File: src/rtl/multicycle_ctrl_if.sv
// multicycle_ctrl_if: instruction fields, memory handshakes and datapath strobes between controller and datapath
interface multicycle_ctrl_if;
  logic [5:0] opcode, funct;
  logic       zero, imem_ready, dmem_ready;
  logic       imem_req, dmem_req, dmem_wr, pc_wr, ir_wr, gpr_wr, alu_bsel, bmode, epc_wr;
  logic [2:0] npc_sel, state_o;
  logic [1:0] gpr_sel, wd_sel, ext_op, exc_code;
  logic [3:0] alu_op;
  modport master (
    input  opcode, funct, zero, imem_ready, dmem_ready,
    output imem_req, dmem_req, dmem_wr, pc_wr, npc_sel, ir_wr, gpr_wr, gpr_sel, wd_sel,
           alu_op, alu_bsel, ext_op, bmode, epc_wr, exc_code, state_o
  );
  modport slave (
    output opcode, funct, zero, imem_ready, dmem_ready,
    input  imem_req, dmem_req, dmem_wr, pc_wr, npc_sel, ir_wr, gpr_wr, gpr_sel, wd_sel,
           alu_op, alu_bsel, ext_op, bmode, epc_wr, exc_code, state_o
  );
endinterface

File: src/rtl/multicycle_ctrl.sv
// multicycle_ctrl: multicycle MIPS-subset control FSM with memory wait timeout and exceptions
module multicycle_ctrl #(
  parameter int TIMEOUT = 255,
  parameter int CNT_W   = 8,
  parameter bit EN_BNE  = 1'b1
) (
  input logic               clk,
  input logic               rst,
  multicycle_ctrl_if.master bus
);
  typedef enum logic [2:0] {FETCH = 3'd0, DECODE = 3'd1, EXEC = 3'd2, MEM = 3'd3, WB = 3'd4, EXC = 3'd5} state_t;
  localparam logic [CNT_W-1:0] LIMIT = CNT_W'(TIMEOUT);
  state_t           state_q, state_d;
  logic [CNT_W-1:0] cnt_q, cnt_d;
  logic [1:0]       exc_q, exc_d;
  logic rtype, addu, subu, slt, jr, ori, lui, addi, addiu, lw, lb, sw, sb, beq, bne, j, jal;
  logic alu_cls, ld, st, valid, timeout;
  assign rtype   = bus.opcode == 6'b000000;
  assign addu    = rtype && bus.funct == 6'b100001;
  assign subu    = rtype && bus.funct == 6'b100011;
  assign slt     = rtype && bus.funct == 6'b101010;
  assign jr      = rtype && bus.funct == 6'b001000;
  assign ori     = bus.opcode == 6'b001101;
  assign lui     = bus.opcode == 6'b001111;
  assign addi    = bus.opcode == 6'b001000;
  assign addiu   = bus.opcode == 6'b001001;
  assign lw      = bus.opcode == 6'b100011;
  assign lb      = bus.opcode == 6'b100000;
  assign sw      = bus.opcode == 6'b101011;
  assign sb      = bus.opcode == 6'b101000;
  assign beq     = bus.opcode == 6'b000100;
  assign bne     = EN_BNE && bus.opcode == 6'b000101;
  assign j       = bus.opcode == 6'b000010;
  assign jal     = bus.opcode == 6'b000011;
  assign alu_cls = addu | subu | slt | ori | lui | addi | addiu;
  assign ld      = lw | lb;
  assign st      = sw | sb;
  assign valid   = alu_cls | ld | st | beq | bne | j | jal | jr;
  assign timeout = cnt_q == LIMIT;
  assign bus.state_o  = state_q;
  assign bus.exc_code = exc_q;
  always_ff @(posedge clk or posedge rst)
    if (rst) begin
      state_q <= FETCH;
      cnt_q   <= '0;
      exc_q   <= '0;
    end else begin
      state_q <= state_d;
      cnt_q   <= cnt_d;
      exc_q   <= exc_d;
    end
  always_comb begin
    state_d      = state_q;
    exc_d        = exc_q;
    bus.imem_req = 1'b0;
    bus.dmem_req = 1'b0;
    bus.dmem_wr  = 1'b0;
    bus.pc_wr    = 1'b0;
    bus.npc_sel  = 3'b000;
    bus.ir_wr    = 1'b0;
    bus.gpr_wr   = 1'b0;
    bus.gpr_sel  = 2'b00;
    bus.wd_sel   = 2'b11;
    bus.epc_wr   = 1'b0;
    bus.alu_op   = state_q == FETCH ? 4'd15 : (subu | beq | bne) ? 4'd1 : ori ? 4'd2 :
                   lui ? 4'd3 : addi ? 4'd5 : slt ? 4'd6 : 4'd0;
    bus.ext_op   = state_q == FETCH ? 2'b11 : lui ? 2'b10 : (ld | st | addi | addiu) ? 2'b01 : 2'b00;
    bus.alu_bsel = ori | lui | addi | addiu | ld | st;
    bus.bmode    = lb | sb;
    case (state_q)
      FETCH: begin
        bus.imem_req = 1'b1;
        bus.ir_wr    = bus.imem_ready & ~rst;
        bus.pc_wr    = bus.imem_ready & ~rst;
        state_d      = bus.imem_ready ? DECODE : timeout ? EXC : FETCH;
        exc_d        = bus.imem_ready ? 2'd0 : timeout ? 2'd2 : exc_q;
      end
      DECODE: begin
        state_d = valid ? EXEC : EXC;
        exc_d   = valid ? exc_q : 2'd1;
      end
      EXEC: begin
        state_d     = alu_cls ? WB : (ld | st) ? MEM : FETCH;
        bus.npc_sel = (beq | bne) ? 3'b001 : (j | jal) ? 3'b010 : jr ? 3'b100 : 3'b000;
        bus.pc_wr   = (beq & bus.zero) | (bne & ~bus.zero) | j | jal | jr;
        bus.gpr_wr  = jal;
        bus.gpr_sel = jal ? 2'b10 : 2'b00;
        bus.wd_sel  = jal ? 2'b10 : 2'b11;
      end
      MEM: begin
        bus.dmem_req = 1'b1;
        bus.dmem_wr  = st;
        state_d      = bus.dmem_ready ? (ld ? WB : FETCH) : timeout ? EXC : MEM;
        exc_d        = (~bus.dmem_ready & timeout) ? 2'd2 : exc_q;
      end
      WB: begin
        bus.gpr_wr  = 1'b1;
        bus.gpr_sel = rtype ? 2'b01 : 2'b00;
        bus.wd_sel  = ld ? 2'b01 : 2'b00;
        state_d     = FETCH;
      end
      EXC: begin
        bus.epc_wr  = 1'b1;
        bus.pc_wr   = 1'b1;
        bus.npc_sel = 3'b011;
        state_d     = FETCH;
      end
      default: state_d = FETCH;
    endcase
    // the counter only advances while parked in a waiting state
    cnt_d = (state_d == state_q && (state_q == FETCH || state_q == MEM)) ? cnt_q + CNT_W'(1) : '0;
  end
endmodule

File: src/flat_wrapper.sv
// flat-port wrapper written by rule: the top's interface ports become plain ports
module multicycle_ctrl_flat 
#(
  parameter int TIMEOUT = 255,
  parameter int CNT_W   = 8,
  parameter bit EN_BNE  = 1'b1
)
  (clk, rst, bus_opcode, bus_funct, bus_zero, bus_imem_ready, bus_dmem_ready, bus_imem_req, bus_dmem_req, bus_dmem_wr, bus_pc_wr, bus_npc_sel, bus_ir_wr, bus_gpr_wr, bus_gpr_sel, bus_wd_sel, bus_alu_op, bus_alu_bsel, bus_ext_op, bus_bmode, bus_epc_wr, bus_exc_code, bus_state_o);
  multicycle_ctrl_if bus_i ();
  input logic clk;
  input logic rst;
  input wire logic [$bits(bus_i.opcode)-1:0] bus_opcode;
  input wire logic [$bits(bus_i.funct)-1:0] bus_funct;
  input wire logic [$bits(bus_i.zero)-1:0] bus_zero;
  input wire logic [$bits(bus_i.imem_ready)-1:0] bus_imem_ready;
  input wire logic [$bits(bus_i.dmem_ready)-1:0] bus_dmem_ready;
  output wire logic [$bits(bus_i.imem_req)-1:0] bus_imem_req;
  output wire logic [$bits(bus_i.dmem_req)-1:0] bus_dmem_req;
  output wire logic [$bits(bus_i.dmem_wr)-1:0] bus_dmem_wr;
  output wire logic [$bits(bus_i.pc_wr)-1:0] bus_pc_wr;
  output wire logic [$bits(bus_i.npc_sel)-1:0] bus_npc_sel;
  output wire logic [$bits(bus_i.ir_wr)-1:0] bus_ir_wr;
  output wire logic [$bits(bus_i.gpr_wr)-1:0] bus_gpr_wr;
  output wire logic [$bits(bus_i.gpr_sel)-1:0] bus_gpr_sel;
  output wire logic [$bits(bus_i.wd_sel)-1:0] bus_wd_sel;
  output wire logic [$bits(bus_i.alu_op)-1:0] bus_alu_op;
  output wire logic [$bits(bus_i.alu_bsel)-1:0] bus_alu_bsel;
  output wire logic [$bits(bus_i.ext_op)-1:0] bus_ext_op;
  output wire logic [$bits(bus_i.bmode)-1:0] bus_bmode;
  output wire logic [$bits(bus_i.epc_wr)-1:0] bus_epc_wr;
  output wire logic [$bits(bus_i.exc_code)-1:0] bus_exc_code;
  output wire logic [$bits(bus_i.state_o)-1:0] bus_state_o;
  assign bus_i.opcode = bus_opcode;
  assign bus_i.funct = bus_funct;
  assign bus_i.zero = bus_zero;
  assign bus_i.imem_ready = bus_imem_ready;
  assign bus_i.dmem_ready = bus_dmem_ready;
  assign bus_imem_req = bus_i.imem_req;
  assign bus_dmem_req = bus_i.dmem_req;
  assign bus_dmem_wr = bus_i.dmem_wr;
  assign bus_pc_wr = bus_i.pc_wr;
  assign bus_npc_sel = bus_i.npc_sel;
  assign bus_ir_wr = bus_i.ir_wr;
  assign bus_gpr_wr = bus_i.gpr_wr;
  assign bus_gpr_sel = bus_i.gpr_sel;
  assign bus_wd_sel = bus_i.wd_sel;
  assign bus_alu_op = bus_i.alu_op;
  assign bus_alu_bsel = bus_i.alu_bsel;
  assign bus_ext_op = bus_i.ext_op;
  assign bus_bmode = bus_i.bmode;
  assign bus_epc_wr = bus_i.epc_wr;
  assign bus_exc_code = bus_i.exc_code;
  assign bus_state_o = bus_i.state_o;
  multicycle_ctrl #(.TIMEOUT(TIMEOUT), .CNT_W(CNT_W), .EN_BNE(EN_BNE)) u_core (.clk(clk), .rst(rst), .bus(bus_i));
endmodule
File: config.mk
export PLATFORM = sky130hd
export DESIGN_NAME = multicycle_ctrl_flat
export DESIGN_NICKNAME = d
export VERILOG_FILES = /design/src/rtl/multicycle_ctrl_if.sv /design/src/rtl/multicycle_ctrl.sv /design/src/flat_wrapper.sv
export SDC_FILE = /design/constraint.sdc
export NUM_CORES = 1
export LEC_CHECK = 0
export BUFFER_PORTS_ARGS = -buffer_cell sky130_fd_sc_hd__buf_2
export CORE_ASPECT_RATIO = 1.2
export CORE_MARGIN = 1
export CORE_UTILIZATION = 30
export CTS_BUF_LIST = sky130_fd_sc_hd__clkbuf_8
export CTS_CLUSTER_SIZE = 28
export DETAILED_ROUTE_END_ITERATION = 10
export SYNTH_ARGS = -nofsm -noshare
export SYNTH_HDL_FRONTEND = slang
export SYNTH_SLANG_ARGS = --single-unit
export TNS_END_PERCENT = 20
File: constraint.sdc
create_clock -name clk -period 1.83 [get_ports clk]
set_input_delay 0.366 -clock clk [delete_from_list [all_inputs] [get_ports clk]]
set_output_delay 0.366 -clock clk [all_outputs]
set_load 0.01 [all_outputs]
# Word level (Yosys, flattened, before mapping)
# Index checks and enable logic that the tools add are counted.
# op_classes
n_addsub	1
eq_ne	26
n_mux	41
bitwise_logic	39
n_reduce_logical	10
# op_table
operator	n
equality test 6 bit (second input constant)	7
two-way mux 3 bit	11
OR 1 bit	32
equality test 6 x 4 -> 1 bit (second input constant)	5
two-way mux 4 bit	5
two-way mux 2 bit	8
equality test 6 x 2 -> 1 bit (second input constant)	2
equality test 6 x 3 -> 1 bit (second input constant)	2
case mux 3 bit (4 select lines)	1
two-way mux 1 bit	9
adder 8 x 1 -> 8 bit (second input constant)	1
equality test 8 bit (second input constant)	1
two-way mux 8 bit	1
case mux 2 bit (2 select lines)	2
equality test 3 x 2 -> 1 bit (second input constant)	2
equality test 3 bit (second input constant)	2
zero test 6 bit	1
case mux 2 bit (3 select lines)	1
case mux 3 bit (2 select lines)	1
logical AND 1 bit	5
AND 1 bit	4
AND reduction 4 bit	1
equality test 3 x 1 -> 1 bit (second input constant)	1
equality test 3 bit	1
other kinds (9)	11
# totals
reg_bits	13
in_bits	17
output_inout_bits	27

# Depth between registers and ports, before layout
# logic_depth
word_depth	20
depth_mapped	6
ltp_nobuf	5

# Least setup slack after synthesis
# OpenSTA, ideal clock, no wires.
# synth_timing
path_kind	reg2out
startpoint	register u_core.state_q[2], in the netlist u_core.bus.state_o[2]
endpoint	output port bus_wd_sel[0]
t_arrival_ns	1.584
setup_slack_ns	-0.120
path_stages_with_launch	6
n_path_buf	1
cell_sequence	dfrtp_1 -> buf_6 -> or3b_4 -> or2_4 -> o31ai_4 -> o21ai_2
# synth_between
elab_chain_cells	2
elab_cells_between_ends	3
# synth_lines
element	line_no	rtl
from (decl)	multicycle_ctrl.sv:13	state_t state_q, state_d;
from (signal assigned)	multicycle_ctrl.sv:48	state_q <= state_d;
equality test 3 bit or equality test 3 x 2 -> 1 bit (tied branches)	multicycle_ctrl.sv:70	case (state_q)
case mux 2 bit (2 select lines) (*)	multicycle_ctrl.sv:70	
to (decl)	flat_wrapper.sv:25	output wire logic [$bits(bus_i.wd_sel)-1:0] bus_wd_sel;
# Every way passes the cells marked *; elsewhere a longest branch is shown, timed or not.

# Worst setup path after layout
# layout_timing
startpoint	register u_core.state_q[0], in the netlist u_core.bus.state_o[0]
endpoint	output port bus_wd_sel[0]
# Same word-level chain as after synthesis.

==> results_dict.tcl <==
set metrics [dict create \
    status "finished, violations left" \
    violations "negative setup slack" \
    initial_core_util_pct 31.9 \
    dpl_worst_slack_ps -107 \
    grt_max_degree 16 \
    worstSetupStartpointType "flop" \
    drc 0 \
    ir_worst_vdd_mv 0.652 \
    multi_input_area_sq_um 922 \
    power_mw 1.97 \
    grt_pass1_wl_microns 5800 \
    p_leak_nw 0.866 \
    cts_buffers 3 \
    grt_pass1_vias 1292 \
    wl_met2_microns 1950 \
    ys.warnings.count 0 \
    cts.reportedPaths.clkPinSlew_ps 50 \
    layout_setup_ws_ps -238 \
    drtIter0Drc 60 \
    crit_chain "or3b_4, or2_4, o31ai_4, o21ai_2, buf_2" \
    min_period_ps 2070 \
    io_pins 44 \
    rows 25 \
    drive_gt1_share_pct 42.9 \
    wl_met3_microns 139 \
    p_per_area_nw_per_um2 1060 \
    switchingPower_mw 0.834 \
    cp_data_required_time_ps 1460 \
    diodes 0 \
    hold_class "primary input to async pin" \
    vias 1453 \
    ys_types 50 \
    stdcell_count 287 \
    fill_cells 406 \
    finClkSkew_ps 2.85 \
    dr.pass1.iters 4 \
    max_stage_delay_ps 400 \
    antenna_found_initial 0 \
    place_congestion 0.808 \
    root_buffer "clkbuf_8" \
    intPower_mw 1.14 \
    dp_cells 279 \
    grtUsageTotal_pct 17.5 \
    slowest_stage "dfrtp_1" \
    numPortBuffers 43 \
    htreeDepth 1 \
    synthToLayoutAreaGrowth_pct 44.9 \
    cts_tree "built" \
    dieArea_sq_um 4550 \
    wl_microns 3870 \
    synthFlopType "dfrtp_1" \
    slew_viol_final 0 \
    wl_met1_microns 1700 \
    utilization_pct 46.2 \
    cp-end-kind "primary output" \
    async_flop_share_pct 100 \
    drt-vias-per-instance 5.06 \
    cp.buffers_inverters 1 \
    dp_hpwl_microns 3090 \
    crit_fanout 4 \
    syn_area_sq_um 1290 \
    rsz0062_at_grt "true" \
    combPwrFrac_pct 67.1 \
    seqCellArea_sq_um 325 \
    wire_per_inst_microns 13.5 \
    crit_arrival_ps 1700 \
    drv_cap 0 \
    syn_inst 163 \
    tightest_slew_ps 426 \
    ys_ff_latch 13 \
    slew_headroom_pct 71.5 \
    fp.dieW_microns 61.8 \
    synth-edff-count 0 \
    cts_sinks 13 \
    p_seq_share_pct 20.4 \
    max_freq_mhz 484 \
    clkPwrFrac_pct 12.5 \
    min_period_over_period_pct 113 \
    fp.dieH_microns 73.7 \
    antenna_left 0 \
    worstSetupPathType "flop to primary output" \
    switching_share_pct 42.3 \
    clockBufferDepth 2 \
    fin_nets 252 \
    overflow 0 \
    clk_latency_ps 240 \
    core_sq_um 4040 \
    top_layer "met4" \
    path_delay_family "simple AND/OR/NAND/NOR gates" \
    synthesis.nets 181 \
    syn_area_per_cell_sq_um 7.89 \
    final-setup-viol-count 8 \
    hold_viol 0 \
    ys_seq_area_share_pct 25.3 \
]
[flip-flops by register name, indices dropped and copies added, names as in the netlist]
name                 cells
u_core.bus.state_o       3
u_core.cnt_q             8
u_core.bus.exc_code      2
[per-layer routing]
layer / GRT usage (%) / vias up
met5: 0 / -
met4: 6.91 / 0
met3: 1.94 / 9
met2: 30.2 / 39
met1: 21.5 / 665
li1: - / 740
[what timing repair did]
item,CTS,global route
hold buffers,0,0
pin swaps,5,3
endpoints found under the hold margin,0,0
buffers inserted,0,4
endpoints found under the setup margin,14,16
resized for setup,4,14
[layout make-up]
class                      count  area share, %
clock buffer                   3           2.21
clock inverter                 1          0.201
inverter                       7           1.41
multi-input combinational    132           49.5
sequential                    13           17.4
tap                           54           3.62
timing repair buffer          77           25.6
[synthesized netlist by cell type (2+ instances only)]
| cell | number | area (sq um) |
|---|---|---|
| a21oi_1 | 6 | 30.0 |
| a22oi_1 | 2 | 15.0 |
| a31oi_1 | 2 | 12.5 |
| and3_1 | 5 | 31.3 |
| buf_2 | 7 | 35.0 |
| buf_6 | 2 | 22.5 |
| dfrtp_1 | 13 | 325 |
| inv_1 | 7 | 26.3 |
| nand2_1 | 18 | 67.6 |
| nand2b_1 | 6 | 37.5 |
| nand3_1 | 6 | 30.0 |
| nand3b_1 | 2 | 15.0 |
| nand4_1 | 2 | 12.5 |
| nand4b_1 | 2 | 17.5 |
| nor2_1 | 14 | 52.6 |
| nor2b_1 | 5 | 31.3 |
| nor3_1 | 2 | 10.0 |
| nor3b_1 | 4 | 30.0 |
| o2111ai_1 | 2 | 17.5 |
| o211ai_1 | 6 | 45.0 |
| o21ai_0 | 6 | 30.0 |
| o21ai_2 | 2 | 17.5 |
| o31a_1 | 2 | 17.5 |
| o32a_1 | 3 | 30.0 |
| o32ai_1 | 2 | 17.5 |
| or3_1 | 4 | 25.0 |
| xnor2_1 | 6 | 52.6 |
| xor2_1 | 3 | 26.3 |
[layout by cell type, fill, tap and decap left out, types with 3 or more instances in the layout]
cell,count
inv_1,8
xnor2_1,6
nand2b_1,5
and3_1,4
nand2_1,16
o211ai_1,6
o21ai_0,5
a21oi_1,5
clkbuf_8,3
buf_4,32
nand3_1,6
buf_2,43
xor2_1,3
o32a_1,3
nor3b_1,4
nor2_1,11
dfrtp_1,13
nor2b_1,4
or3_1,3
[cell families after synthesis]
family / synth area share, %
AO/OA/AOI/OAI: 27.3
XOR/XNOR: 6.13
adder cells (fa/ha/maj): 0.973
buffers and inverters: 7.39
flip-flops: 25.3
multiplexers: 0.778
AND/OR/NAND/NOR: 32.1
[worst paths after layout]
check                                          to  cells after the start                   from  slack (ps)
max                                 bus_wd_sel[0]                      5  u_core.bus.state_o[0]        -240
min                               u_core.cnt_q[4]                      3                    rst         170
max reg2reg                u_core.bus.exc_code[1]                      5        u_core.cnt_q[0]         350
min reg2reg                       u_core.cnt_q[0]                      1        u_core.cnt_q[0]         450
max in group asynchronous         u_core.cnt_q[5]                      3                    rst        1500
min in group clk                  u_core.cnt_q[0]                      1        u_core.cnt_q[0]         450
[power groups by stage]
stage          registers [mW]  logic [mW]  clock network (mW)
6_report                0.401        1.32               0.247
5_1_grt                 0.409        1.47               0.265
4_1_cts                 0.400        1.23               0.250
3_5_place_dp            0.403        1.22                   0
3_3_place_gp            0.403        1.22                   0
2_1_floorplan           0.433       0.703                   0
[per-stage QoR]
| step | area [sq um] | setup TNS, ps | hold slack [ps] |
|---|---|---|---|
| detailed placement | 1730 | -518 | 431 |
| CTS | 1790 | -1320 | 186 |
| finish | 1860 | -1280 | 171 |
| floorplan | 1290 | -334 | 248 |
| global placement | 1730 | -309 | 438 |
| global route | 1860 | -1760 | 209 |
[worst min-delay path, stage by stage]
cell and delay (ps):
buf_2 100, inv_1 80, buf_4 220
No activity file was read; power rests on OpenSTA's default activity.
